$ cat config.mk
export PLATFORM = sky130hd
export DESIGN_NAME = alu_seq_flat
export DESIGN_NICKNAME = d
export VERILOG_FILES = /design/src/rtl/alu_seq_if.sv /design/src/rtl/alu_seq.sv /design/src/flat_wrapper.sv
export SDC_FILE = /design/constraint.sdc
export NUM_CORES = 1
export LEC_CHECK = 0
export ABC_AREA = 0
export ABC_CLOCK_PERIOD_IN_PS = 6000
export BUFFER_PORTS_ARGS = -buffer_cell sky130_fd_sc_hd__buf_2
export CAP_MARGIN = 10
export CORE_MARGIN = 2
export CORE_UTILIZATION = 40
export CTS_CLUSTER_DIAMETER = 100
export CTS_CLUSTER_SIZE = 40
export DETAILED_ROUTE_END_ITERATION = 10
export HOLD_SLACK_MARGIN = 0.06
export SYNTH_ARGS = -nofsm -noshare
export SYNTH_HDL_FRONTEND = slang
export SYNTH_SLANG_ARGS = --single-unit
$ cat constraint.sdc
create_clock -name clk -period 6 [get_ports clk]
set_input_delay 1.2 -clock clk [delete_from_list [all_inputs] [get_ports clk]]
set_output_delay 1.2 -clock clk [all_outputs]
set_load 0.02 [all_outputs]
$ cat src/rtl/alu_seq_if.sv
// Operand/handshake/result bundle for alu_seq.
// The remainder signal exists only when ALU_REM_EN is defined.
interface alu_seq_if #(
  parameter int unsigned WIDTH = 4
);
  logic [WIDTH-1:0]   portA;
  logic [WIDTH-1:0]   portB;
  logic [1:0]         opcode;
  logic               start;
  logic               busy;
  logic               done;
  logic [2*WIDTH-1:0] result;
  logic               neg;
  logic               div_by_zero;
`ifdef ALU_REM_EN
  logic [WIDTH-1:0]   remainder;
`endif

  modport master (
    output portA, portB, opcode, start,
    input  busy, done, result, neg, div_by_zero
`ifdef ALU_REM_EN
    , input remainder
`endif
  );

  modport slave (
    input  portA, portB, opcode, start,
    output busy, done, result, neg, div_by_zero
`ifdef ALU_REM_EN
    , output remainder
`endif
  );
endinterface

$ cat src/rtl/alu_seq.sv
// Sequential ALU: add/sub in one step, shift-add multiply and restoring divide one bit per clock.
// Define ALU_REM_EN to build the remainder register and output.
module alu_seq #(
  parameter int unsigned WIDTH = 4
) (
  input logic     clk,
  input logic     rst,
  alu_seq_if.slave bus
);

  localparam int unsigned CntW = $clog2(WIDTH + 1);
  localparam logic [CntW-1:0] CntFull = CntW'(WIDTH);
  localparam logic [CntW-1:0] CntOne  = CntW'(1);

  typedef enum logic [1:0] {OpAdd = 2'b00, OpSub = 2'b01, OpMul = 2'b10, OpDiv = 2'b11} op_e;
  typedef enum logic [1:0] {StIdle, StRun, StFin} state_e;

  state_e             state_q, state_d;
  op_e                op_q;
  logic [WIDTH-1:0]   a_q, b_q, shift_q, shift_nx;
  logic [2*WIDTH-1:0] acc_q, acc_nx, mcand_q, result_q, result_d;
  logic [CntW-1:0]    cnt_q;
  logic               neg_q, neg_d, dbz_q, dbz_d;
  logic               load, step, fin;
  logic [WIDTH:0]     sum, rem_sh;
  logic [WIDTH-1:0]   rem_sub;
  logic               ge, b_zero;
`ifdef ALU_REM_EN
  logic [WIDTH-1:0]   rem_q, rem_d;
`endif

  // Datapath: one iteration step plus the value each opcode would commit at FIN.
  always_comb begin
    sum      = {1'b0, a_q} + {1'b0, b_q};
    b_zero   = (b_q == '0);
    rem_sh   = {acc_q[WIDTH-1:0], shift_q[WIDTH-1]};
    ge       = (rem_sh >= {1'b0, b_q});
    rem_sub  = rem_sh[WIDTH-1:0] - b_q;
    acc_nx   = acc_q;
    shift_nx = shift_q;
    if (op_q == OpMul) begin
      acc_nx   = shift_q[0] ? acc_q + mcand_q : acc_q;
      shift_nx = shift_q >> 1;
    end else begin
      // Divide: acc low half is the partial remainder, shift_q trades dividend for quotient bits.
      acc_nx   = {{WIDTH{1'b0}}, (ge ? rem_sub : rem_sh[WIDTH-1:0])};
      shift_nx = {shift_q[WIDTH-2:0], ge};
    end

    result_d = '0;
    neg_d    = 1'b0;
    dbz_d    = 1'b0;
`ifdef ALU_REM_EN
    rem_d    = '0;
`endif
    unique case (op_q)
      OpAdd: result_d = {{(WIDTH-1){1'b0}}, sum};
      OpSub: begin
        neg_d    = (b_q > a_q);
        result_d = {{WIDTH{1'b0}}, (neg_d ? b_q - a_q : a_q - b_q)};
      end
      OpMul: result_d = acc_nx;
      OpDiv: begin
        if (b_zero) begin
          result_d = {{WIDTH{1'b0}}, {WIDTH{1'b1}}};
          dbz_d    = 1'b1;
`ifdef ALU_REM_EN
          rem_d    = a_q;
`endif
        end else begin
          result_d = {{WIDTH{1'b0}}, shift_nx};
`ifdef ALU_REM_EN
          rem_d    = acc_nx[WIDTH-1:0];
`endif
        end
      end
    endcase
  end

  always_comb begin
    state_d = state_q;
    load    = 1'b0;
    step    = 1'b0;
    fin     = 1'b0;
    unique case (state_q)
      StIdle: begin
        if (bus.start) begin
          load    = 1'b1;
          state_d = StRun;
        end
      end
      StRun: begin
        unique case (op_q)
          OpAdd, OpSub: fin = 1'b1;
          OpMul: begin
            step = 1'b1;
            fin  = (cnt_q == CntOne);
          end
          OpDiv: begin
            if (b_zero) begin
              fin = 1'b1;
            end else begin
              step = 1'b1;
              fin  = (cnt_q == CntOne);
            end
          end
        endcase
        if (fin) state_d = StFin;
      end
      StFin:   state_d = StIdle;
      default: state_d = StIdle;
    endcase
  end

  always_ff @(posedge clk or negedge rst) begin
    if (!rst) begin
      state_q  <= StIdle;
      op_q     <= OpAdd;
      a_q      <= '0;
      b_q      <= '0;
      shift_q  <= '0;
      acc_q    <= '0;
      mcand_q  <= '0;
      cnt_q    <= '0;
      result_q <= '0;
      neg_q    <= 1'b0;
      dbz_q    <= 1'b0;
`ifdef ALU_REM_EN
      rem_q    <= '0;
`endif
    end else begin
      state_q <= state_d;
      if (load) begin
        op_q    <= op_e'(bus.opcode);
        a_q     <= bus.portA;
        b_q     <= bus.portB;
        acc_q   <= '0;
        mcand_q <= {{WIDTH{1'b0}}, bus.portA};
        shift_q <= (bus.opcode == OpMul) ? bus.portB : bus.portA;
        cnt_q   <= (bus.opcode[1]) ? CntFull : CntOne;
      end else if (step) begin
        acc_q   <= acc_nx;
        mcand_q <= mcand_q << 1;
        shift_q <= shift_nx;
        cnt_q   <= cnt_q - CntOne;
      end
      if (fin) begin
        result_q <= result_d;
        neg_q    <= neg_d;
        dbz_q    <= dbz_d;
`ifdef ALU_REM_EN
        rem_q    <= rem_d;
`endif
      end
    end
  end

  assign bus.busy        = (state_q != StIdle);
  assign bus.done        = (state_q == StFin);
  assign bus.result      = result_q;
  assign bus.neg         = neg_q;
  assign bus.div_by_zero = dbz_q;
`ifdef ALU_REM_EN
  assign bus.remainder   = rem_q;
`endif

endmodule

$ cat src/flat_wrapper.sv
// flat-port wrapper written by rule: the top's interface ports become plain ports
module alu_seq_flat 
#(
  parameter int unsigned WIDTH = 4
)
  (clk, rst, bus_portA, bus_portB, bus_opcode, bus_start, bus_busy, bus_done, bus_result, bus_neg, bus_div_by_zero);
  alu_seq_if #(.WIDTH(WIDTH)) bus_i ();
  input logic clk;
  input logic rst;
  input wire logic [$bits(bus_i.portA)-1:0] bus_portA;
  input wire logic [$bits(bus_i.portB)-1:0] bus_portB;
  input wire logic [$bits(bus_i.opcode)-1:0] bus_opcode;
  input wire logic [$bits(bus_i.start)-1:0] bus_start;
  output wire logic [$bits(bus_i.busy)-1:0] bus_busy;
  output wire logic [$bits(bus_i.done)-1:0] bus_done;
  output wire logic [$bits(bus_i.result)-1:0] bus_result;
  output wire logic [$bits(bus_i.neg)-1:0] bus_neg;
  output wire logic [$bits(bus_i.div_by_zero)-1:0] bus_div_by_zero;
  assign bus_i.portA = bus_portA;
  assign bus_i.portB = bus_portB;
  assign bus_i.opcode = bus_opcode;
  assign bus_i.start = bus_start;
  assign bus_busy = bus_i.busy;
  assign bus_done = bus_i.done;
  assign bus_result = bus_i.result;
  assign bus_neg = bus_i.neg;
  assign bus_div_by_zero = bus_i.div_by_zero;
  alu_seq #(.WIDTH(WIDTH)) u_core (.clk(clk), .rst(rst), .bus(bus_i));
endmodule
# Word-level counts from Yosys, hierarchy flattened
# Cells that the tools add are included.
# word_totals
regBits,45
latch_bits,0
ramBits,0
romBits,0
in_bits,13
n_memories,0
# classes
n_addsub,6
multipliers,0
n_div,0
order_cmp,2
n_eq_ne,9
n_shift,0
n_mux,32
n_bitwise,0
n_reduce_logical,7
# ops
operator,n
two-way mux 8 bit,6
case mux 8 bit (4 select lines),1
two-way mux 4 bit,7
subtractor 4 bit,3
two-way mux 1 bit,10
two-way mux 3 bit,3
adder 8 bit,1
"== test 2 bit, second input constant",4
adder 4 x 4 -> 5 bit,1
greater-or-equal comparator 5 x 4 -> 1 bit,1
"== test 2 x 1 -> 1 bit, second input constant",2
greater-than comparator 4 bit,1
zero test 2 bit,2
zero test 4 bit,1
two-way mux 2 bit,2
case mux 2 bit (2 select lines),1
nonzero test 2 bit,2
"== test 3 x 1 -> 1 bit, second input constant",1
case mux 1 bit (3 select lines),1
"subtractor 3 x 1 -> 3 bit, second input constant",1
"!= test 2 x 1 -> 1 bit, second input constant",1
"!= test 2 bit, second input constant",1
case mux 1 bit (2 select lines),1
AND reduction 2 bit,1
OR reduction 2 bit,1

# Depth between registers and ports, before layout
# Gate-level depths: netlist of the first run.
# depth
depth_word,6
mapped_depth,9

# Worst setup path after synthesis of the first run
# Ideal clock, no wire load.
# synth_timing
path_kind,register -> register
start,reg u_core.b_q[0]
end,"reg u_core.result_q[1], in the netlist u_core.bus.result[1]"
setup_time_ns,0.099
arrival_time_ns,2.154
t_required_ns,5.901
path_slack_ns,3.746
stages_incl_launch_ff,9
period_less_slack_ns,2.254
cell_sequence,dfrtp_1 > inv_1 > ha_1 > fa_1 > nand2b_1 > a221oi_2 > mux2i_1 > a311oi_1 > a311oi_1
# synth_via
elab_chain_len,5
word_cells_on_any_way,16
# synth_rtl
item,line_no,rtl
start: declaration,alu_seq.sv:20,"logic [WIDTH-1:0] a_q, b_q, shift_q, shift_nx;"
start signal: assignment,alu_seq.sv:136,b_q <= bus.portB;
"parallel branches: the longest is 5 deep, another holds subtractor 4 bit",-,
end signal: assignment,alu_seq.sv:148,result_q <= result_d;
end: declaration,alu_seq.sv:21,"logic [2*WIDTH-1:0] acc_q, acc_nx, mcand_q, result_q, result_d;"
# Several ways; the timed one is not identified. The select of a mux whose other input is x is not followed.
# A chain may end at the register's enable or synchronous reset.

# Worst setup path after layout of the first run
# Ends and elaborated chain as after synthesis.

==> summary.md, run 1 <==
| Metric | Value |
|---|---|
| Status | completed |
| #FFs+latches synth | 45 |
| Hold WS | 471 ps |
| GRT Total Usage | between 20% and 30% |
| Synth warn | 0 |
| CP arrival | ~2800 ps |
| Max frequency | between 0.3 and 0.4 GHz |
| Routed Antenna Nets | 0 |
| Reg2Reg Launch Point | u_core.b_q[0]$_DFFE_PN0P_ |
| DP HPWL | 6.06 mm |
| RSZ-0062 raised after global routing | false |
| Synthesized area | roughly 0.0032 mm^2 |
| Clk_lat worst skew | ~300 ps |
| Initial core utilization | 41.3% |
| Maximum clock path buffer count | 2 |
| Final setup viols | 0 |
| Slew @ Worst Pin | slightly below 900 ps |
| Antenna cells | 0 |
| Slew HR | between 40 and 50% |
| Drt pass-1 iters | 5 |
| # rows | 32 |
| Drc violations | 0 |
| Syn nets | about 400 |
| Core footprint | just under 0.008 mm^2 |
| FF-to-FF setup slack | 3410 ps |
| Post-Synth XOR/XNOR Area | ~1.6% |
| Setup TNS | 0 ps |
| Largest cells by area after synthesis | dfrtp_1, ha_1, o21ai_0 |
| Worst vdd ir | 0.238 mV |
| DIE WIDTH | between 90 and 100 um |
| First-pass GRT wire length | about 14 mm |
| Post-synthesis area per instance | roughly 8.9 um^2 |
| Startpoint types | register |
| H-tree depth | 2 |
| Top cells by count, synth | dfrtp_1, nand2_1, o21ai_0 |
| Vias in the first global route | 2691 |
| Hold Path Sink | u_core.bus.neg$_DFFE_PN0P_ |
| GRT overflow | 0 |
| CP Capture Type | register |
| CP Class | register to register |
| CTS tree | done |
| Layout Nets | 415 |
| IO Port Bufs | 24 |
| Post-CTS Setup Inserts | 0 |
| Tmin final | 2590 ps |
| CP required | ~6200 ps |
| Sequential area share after synthesis | between 30% and 40% |
| Post-Synth Simple-Gate Area | approximately a fifth |
| Power Total | 1.91 mW |
| Synth top area share | approximately a third |
| WL met2 | around 3.7 mm |
| TritonCTS Buffers | 5 |
| Static Leak | about 1.5 nW |
| Via Count | between 2k and 3k |
| Placed Area | between 0.003 and 0.004 mm^2 |
| Die Y | 93.5 um |
| Dominant synthesized flop cell | dfrtp_1 |
| Largest family of logic cells by synthesized area | compound AO/OA/AOI/OAI gates |
| Worst Reg-to-Reg Cells | 8 |
| Final Cell Area | about 0.0035 mm^2 |
| Initial antenna violation count | 0 |
| Gp weighted congestion | slightly above 0.9 |
| Worst-path clk slew | 90 ps |
| Min-delay src | u_core.bus.neg$_DFFE_PN0P_ |
| Compound-Gate Fraction of Synth Area | roughly 23% |
| Final wirelength | around 8.2 mm |
| Critical Path Fanout Max | 5 |
| Fin Clk Skew | 12.7 ps |
| Max Cap Violations | 0 |
| Largest net degree at the start of global routing | between 40 and 50 |
| Final Max Tran Viols | 0 |
| Clock root buffer | clkbuf_8 |
| Largest area contributor in the netlist | dfrtp_1 |
| Synth Area in Adders | 12.5% |
| Share of layout cells above drive strength 1 | around an eighth |
| Area Growth Syn to Fin | 7.84% |
| Resized cells post-CTS | 0 |
| Clock Sinks | 45 |
| Post-synthesis cell type count | ~60 |
| Post-synth ARST share | between 90% and 100% |
| Max layer used | met4 |
| Post-synthesis cell count | 359 |
| Post-synthesis mux area share | ~2.5% |
| Final period utilization | between 40% and 50% |
| CTS hold repair buffers | 0 |
| Ports | 25 |
| Final design utilization | between 40 and 50% |
| EDFF count, synth | 0 |
| Hold Crit Class | register to register |
| Hold Violations, Final | 0 |
| Power Dens Cells | 553 mW/mm^2 |
| Via/cell ratio | 5.82 |
| Hold Path Cell Cnt | 2 |
| Iteration-0 DRC Markers | about 200 |
| Met3 wire len | between 300 and 400 um |
| Per-cell routed wire length | 17.2 um |
| Worst R2R End | u_core.bus.result[1]$_DFFE_PN0P_ |
| M1 WL | between 4 and 5 mm |
| Die area | between 0.008 and 0.009 mm^2 |
-- state kept, by name (all words and copies together) (netlist names) --
register                cells
u_core.mcand_q              8
u_core.bus.div_by_zero      1
u_core.acc_q                8
u_core.state_q              2
u_core.op_q                 2
u_core.b_q                  4
u_core.cnt_q                3
u_core.bus.result           8
u_core.shift_q              4
u_core.a_q                  4
u_core.bus.neg              1
-- final cells by class --
class	instances	area, um^2
inverter	19	76.3
clock buffer	6	72.6
clock inverter	2	15.0
tap	102	128
fill	789	4310
timing repair buffer	26	135
multi-input combinational	276	1910
sequential	45	1130
-- power by group --
part	internal, mW	switching (mW)	total (mW)
clock network	0.0822	0.108	0.190
registers	0.418	0.170	0.587
logic	0.440	0.694	1.13
total	0.940	0.972	1.91
-- layer usage --
| metal | GRT usage (%) | vias up |
|---|---|---|
| li1 | - | 1337 |
| met1 | 30.3 | 1341 |
| met2 | 31.0 | 84 |
| met3 | 3.06 | 7 |
| met4 | 4.11 | 0 |
| met5 | 0 | - |
-- through the flow --
step	instances	setup WS, ps
floorplan	359	3750
global placement	468	3400
detailed placement	468	3380
CTS	476	3410
global route	476	3170
finish	476	3410
-- worst max-delay path by stage --
stage,from,endpoint,slack (ps)
5_1_grt,u_core.b_q[0]$_DFFE_PN0P_,u_core.bus.result[1]$_DFFE_PN0P_,3170
2_1_floorplan,u_core.b_q[0]$_DFFE_PN0P_,u_core.bus.result[1]$_DFFE_PN0P_,3750
3_5_place_dp,bus_start,u_core.acc_q[6]$_DFFE_PN0P_,3380
4_1_cts,u_core.b_q[0]$_DFFE_PN0P_,u_core.bus.result[1]$_DFFE_PN0P_,3410
6_report,u_core.b_q[0]$_DFFE_PN0P_,u_core.bus.result[1]$_DFFE_PN0P_,3410
3_3_place_gp,bus_start,u_core.acc_q[6]$_DFFE_PN0P_,3400
-- kinds of logic (layout without fill, tap and decap cells) --
group,count (synthesis),in the layout
mux,8,8
fa+ha+maj,29,29
xor+xnor,6,6
compound gates,111,111
buf+inv,38,53
flops,45,45
simple gates,122,122
-- cell usage in the layout, fill, tap and decap left out, types with 2 or more instances in the layout --
master	synthesis	routed
nand2_1	45	45
dfrtp_1	45	45
o21ai_0	37	37
ha_1	24	24
buf_2	3	24
a21oi_1	23	23
inv_1	18	18
nor2_1	17	17
nand2b_1	10	10
nor2b_1	9	9
nand3_1	9	9
o211ai_1	8	8
nand4_1	7	7
mux2i_1	7	7
a311oi_1	6	6
a31oi_1	5	5
fa_1	5	5
clkbuf_8	0	5
xnor2_1	4	4
nor4_1	4	4
o31ai_1	3	3
a21o_1	3	3
nand3b_1	3	3
a211o_1	3	3
o21a_1	2	2
o311ai_0	2	2
a211oi_2	2	2
a211oi_1	2	2
and2_1	2	2
a22oi_1	2	2
a2111oi_0	2	2
and4b_1	2	2
nor3_1	2	2
xor2_1	2	2
nor4b_1	2	2
clkinvlp_4	0	2
buf_4	0	2
-- critical path, cell delays in order (launching register included) --
cell and delay, ps:
dfrtp_1 470, inv_1 100, ha_1 260, fa_1 380, nand2b_1 180, a221oi_2 460, mux2i_1 280, a311oi_1 110
a311oi_1 260
No activity file was read; power rests on OpenSTA's default activity.
==> run 2, diff against run 1 <==
- ABC_AREA: 0 -> 1
- ABC_CLOCK_PERIOD_IN_PS: 6000 -> 2200
- clock period: 6 -> 2.2 ns (I/O delays scaled with it)
==> summary.md, run 2 <==
| Metric | Value |
|---|---|
| DIE WIDTH | 94.4 um (+0.95%) |
| Drc violations | 0 (unchanged) |
| CP Class | register to register |
| Dominant synthesized flop cell | dfrtp_1 |
| Power Total | 5.75 mW (+200%) |
| Die area | 0.00892 mm^2 (+1.9%) |
| Post-synthesis cell count | 424 (+18%) |
| Drt pass-1 iters | 4 (-1) |
| GRT Total Usage | 19.7% (-0.54 points) |
| Clk_lat worst skew | 310 ps (about the same) |
| CP arrival | 2210 ps (-590 ps) |
| Setup TNS | 0 ps (unchanged) |
| First-pass GRT wire length | 13.6 mm (-3.0%) |
| Post-synthesis area per instance | 7.71 um^2 (-14%) |
| IO Port Bufs | 24 (unchanged) |
| Iteration-0 DRC Markers | 201 (unchanged) |
| Combinational group share of total power | 64.6% (+5.3 points) |
| Final setup viols | 0 (unchanged) |
| Top cells by count, synth | nand2_1, inv_1, dfrtp_1 |
| Final std cells w/o fill | 552 (+16%) |
| CP required | 2410 ps (-3800 ps) |
| Synth warn | 0 (unchanged) |
| Critical Path, Cell by Cell | ha_1 > fa_1 > or2_2 > nand2_1 > a21oi_1 > a21oi_1 > nand3_1 > nand2_1 > inv_1 |
| GRT overflow | 0 (unchanged) |
| CP Buf/Inv Count | 1 (unchanged) |
| Most common cell after layout, fill and taps aside | nand2_1 |
| Sw Share | 53.3% (+2.5 points) |
| Max Cap Violations | 0 (unchanged) |
| Static Leak | 1.84 nW (+23%) |
| Area Growth Syn to Fin | 8.42% |
| Share of layout cells above drive strength 1 | 16.0% (+4.2 points) |
| Slowest cell on the critical path | dfrtp_1 |
| Via/cell ratio | 5.14 (-12%) |
| Fin Clk Skew | 9.77 ps (-2.97 ps) |
| Synth top area share | 34.4% (-0.69 points) |
| Per-cell routed wire length | 14.6 um (-15%) |
| Critical Path Fanout Max | 4 (-1) |
| Multi-input logic area | 0.00178 mm^2 (-6.8%) |
| Final Cell Area | 0.00355 mm^2 (+2.5%) |
| Clock network power share | 9.5% (-0.5 points) |
| Synthesized area | 0.00327 mm^2 (+2.0%) |
| Via Count | 2840 (+2.6%) |
| Top-count cell post-synth | nand2_1 |
| Layout Nets | 491 (+18%) |
| Sequential area share after synthesis | 34.4% (-0.69 points) |
| Core footprint | 0.00781 mm^2 (+0.52%) |
| Final setup margin | 197 ps (-3210 ps) |
| CP Capture Type | register |
| Hold WS | 80.2 ps (-390 ps) |
| # rows | 32 (unchanged) |
| Slew @ Worst Pin | 496 ps (-393 ps) |
| Placed Area | 0.00346 mm^2 (+2.5%) |
| Max frequency | 0.499 GHz (+30%) |
| # fillers | 797 (+1.0%) |
| CTS hold repair buffers | 0 (unchanged) |
| Largest net degree at the start of global routing | 20 (-57%) |
| Pre-CTS setup slack | 208 ps (-3170 ps) |
| Clock Sinks | 45 (unchanged) |
| TritonCTS Buffers | 5 (unchanged) |
| Final design utilization | 45.4% (+0.89 points) |
| Power Internal | 2.68 mW (+190%) |
| DP HPWL | 6.16 mm (+1.7%) |
| Hold Violations, Final | 0 (unchanged) |
| Worst vdd ir | 0.496 mV (+110%) |
| Gp weighted congestion | 0.919 (+1.2%) |
| Resized cells post-CTS | 0 (unchanged) |
| Antenna cells | 0 (unchanged) |
| Post-CTS Setup Inserts | 0 (unchanged) |
| Largest cells by area after synthesis | dfrtp_1, nand2_1, ha_1 |
| Largest area contributor in the netlist | dfrtp_1 |
| Ports | 25 (unchanged) |
| Max incr delay on CP | 440 ps (-30 ps) |
| Routed Antenna Nets | 0 (unchanged) |
| #FFs+latches synth | 45 (unchanged) |
| Hold Crit Class | primary input to async pin |
| Initial antenna violation count | 0 (unchanged) |
| Power Dens Cells | 1620 mW/mm^2 (+190%) |
| Syn nets | 466 (+16%) |
| DP Cell Count | 544 (+16%) |
| Sequential share of power | 25.9% (-4.8 points) |
| CTS tree | done |
| Clock root buffer | clkbuf_8 |
| Slew HR | 66.9% (+26 points) |
| Psw | 3.07 mW (+220%) |
| Status | completed |
| Most frequent cells in the layout | nand2_1, inv_1, dfrtp_1 |
| Startpoint types | register |
| Die Y | 94.4 um (+0.95%) |
| Register area | 0.00113 mm^2 (unchanged) |
| EDFF count, synth | 0 (unchanged) |
| Tmin final | 2000 ps (-592 ps) |
| Delay-heaviest family, CP | adder cells |
| Final period utilization | 91.0% (+48 points) |
| Post-synthesis cell type count | 43 (-30%) |
| Post-synth ARST share | 100% (unchanged) |
| Final Max Tran Viols | 0 (unchanged) |
| Vias in the first global route | 2772 (+3.0%) |
| Worst-path clk slew | 100 ps (about the same) |
| RSZ-0062 raised after global routing | false |
| Maximum clock path buffer count | 2 (unchanged) |
| H-tree depth | 2 (unchanged) |
| Initial core utilization | 41.9% (+0.61 points) |
| Final wirelength | 8.06 mm (-1.6%) |
## run 2: cell count changes after synthesis, moves of 9 or more
cell	before	now
nand3_1	9	36
clkbuf_1	12	0
nor2_1	17	28
nor2b_1	9	0
o21ai_2	0	11
inv_1	18	65
nand2b_1	10	0
o21ai_0	37	23
nand2_1	45	97
## run 2: area by class of cell
class                   instances  area share (%)
well taps                     102            3.60
clock buffers                   5            1.94
flip-flops and latches         45            31.8
inverters                      71            7.59
repair buffers                 29            4.45
clock inverters                 3           0.600
multi-input cells             297            50.1
## run 2: worst paths after layout
| path | start | to | slack, ps | depth (start not counted) |
|---|---|---|---|---|
| setup / recovery | u_core.acc_q[0]$_DFFE_PN0P_ | u_core.bus.result[2]$_DFFE_PN0P_ | 200 | 9 |
| hold / removal | rst | u_core.op_q[0]$_DFFE_PN0P_ | 80 | 1 |
| setup reg to reg | u_core.acc_q[0]$_DFFE_PN0P_ | u_core.bus.result[2]$_DFFE_PN0P_ | 200 | 9 |
| hold reg to reg | u_core.bus.result[5]$_DFFE_PN0P_ | u_core.bus.result[5]$_DFFE_PN0P_ | 480 | 2 |
| max in group asynchronous | rst | u_core.acc_q[0]$_DFFE_PN0P_ | 1530 | 2 |
| min in group clk | bus_portB[3] | u_core.b_q[3]$_DFFE_PN0P_ | 380 | 3 |
## run 2: power by group through the flow
stage	registers (mW)	logic (mW)	clock network [mW]
2_1_floorplan	1.48	2.92	0
6_report	1.49	3.71	0.548
5_1_grt	1.54	4.26	0.598
4_1_cts	1.49	3.71	0.563
3_3_place_gp	1.49	3.67	0
3_5_place_dp	1.51	3.69	0
## run 2: worst reg2reg max path: stages, from the launching register on
cell and delay, ps:
dfrtp_1 440, ha_1 240, fa_1 420, or2_2 310, nand2_1 60, a21oi_1 70, a21oi_1 170, nand3_1 100
nand2_1 60, inv_1 30
## run 2: cell families after synthesis
family | after synthesis | share of synthesized area [%]
compound gates | 80 | 15.5
xor+xnor | 3 | 0.804
fa+ha+maj | 29 | 12.2
buf+inv | 82 | 11.3
flops | 45 | 34.4
simple gates | 185 | 25.7
## run 2: metal layers
layer | vias to the layer above | wire length (um) | GRT usage [%]
li1 | 1425 | - | -
met1 | 1344 | 3920 | 28.3
met2 | 62 | 3610 | 31.0
met3 | 9 | 449 | 3.19
met5 | - | 0 | 0
met4 | 0 | 87 | 4.83
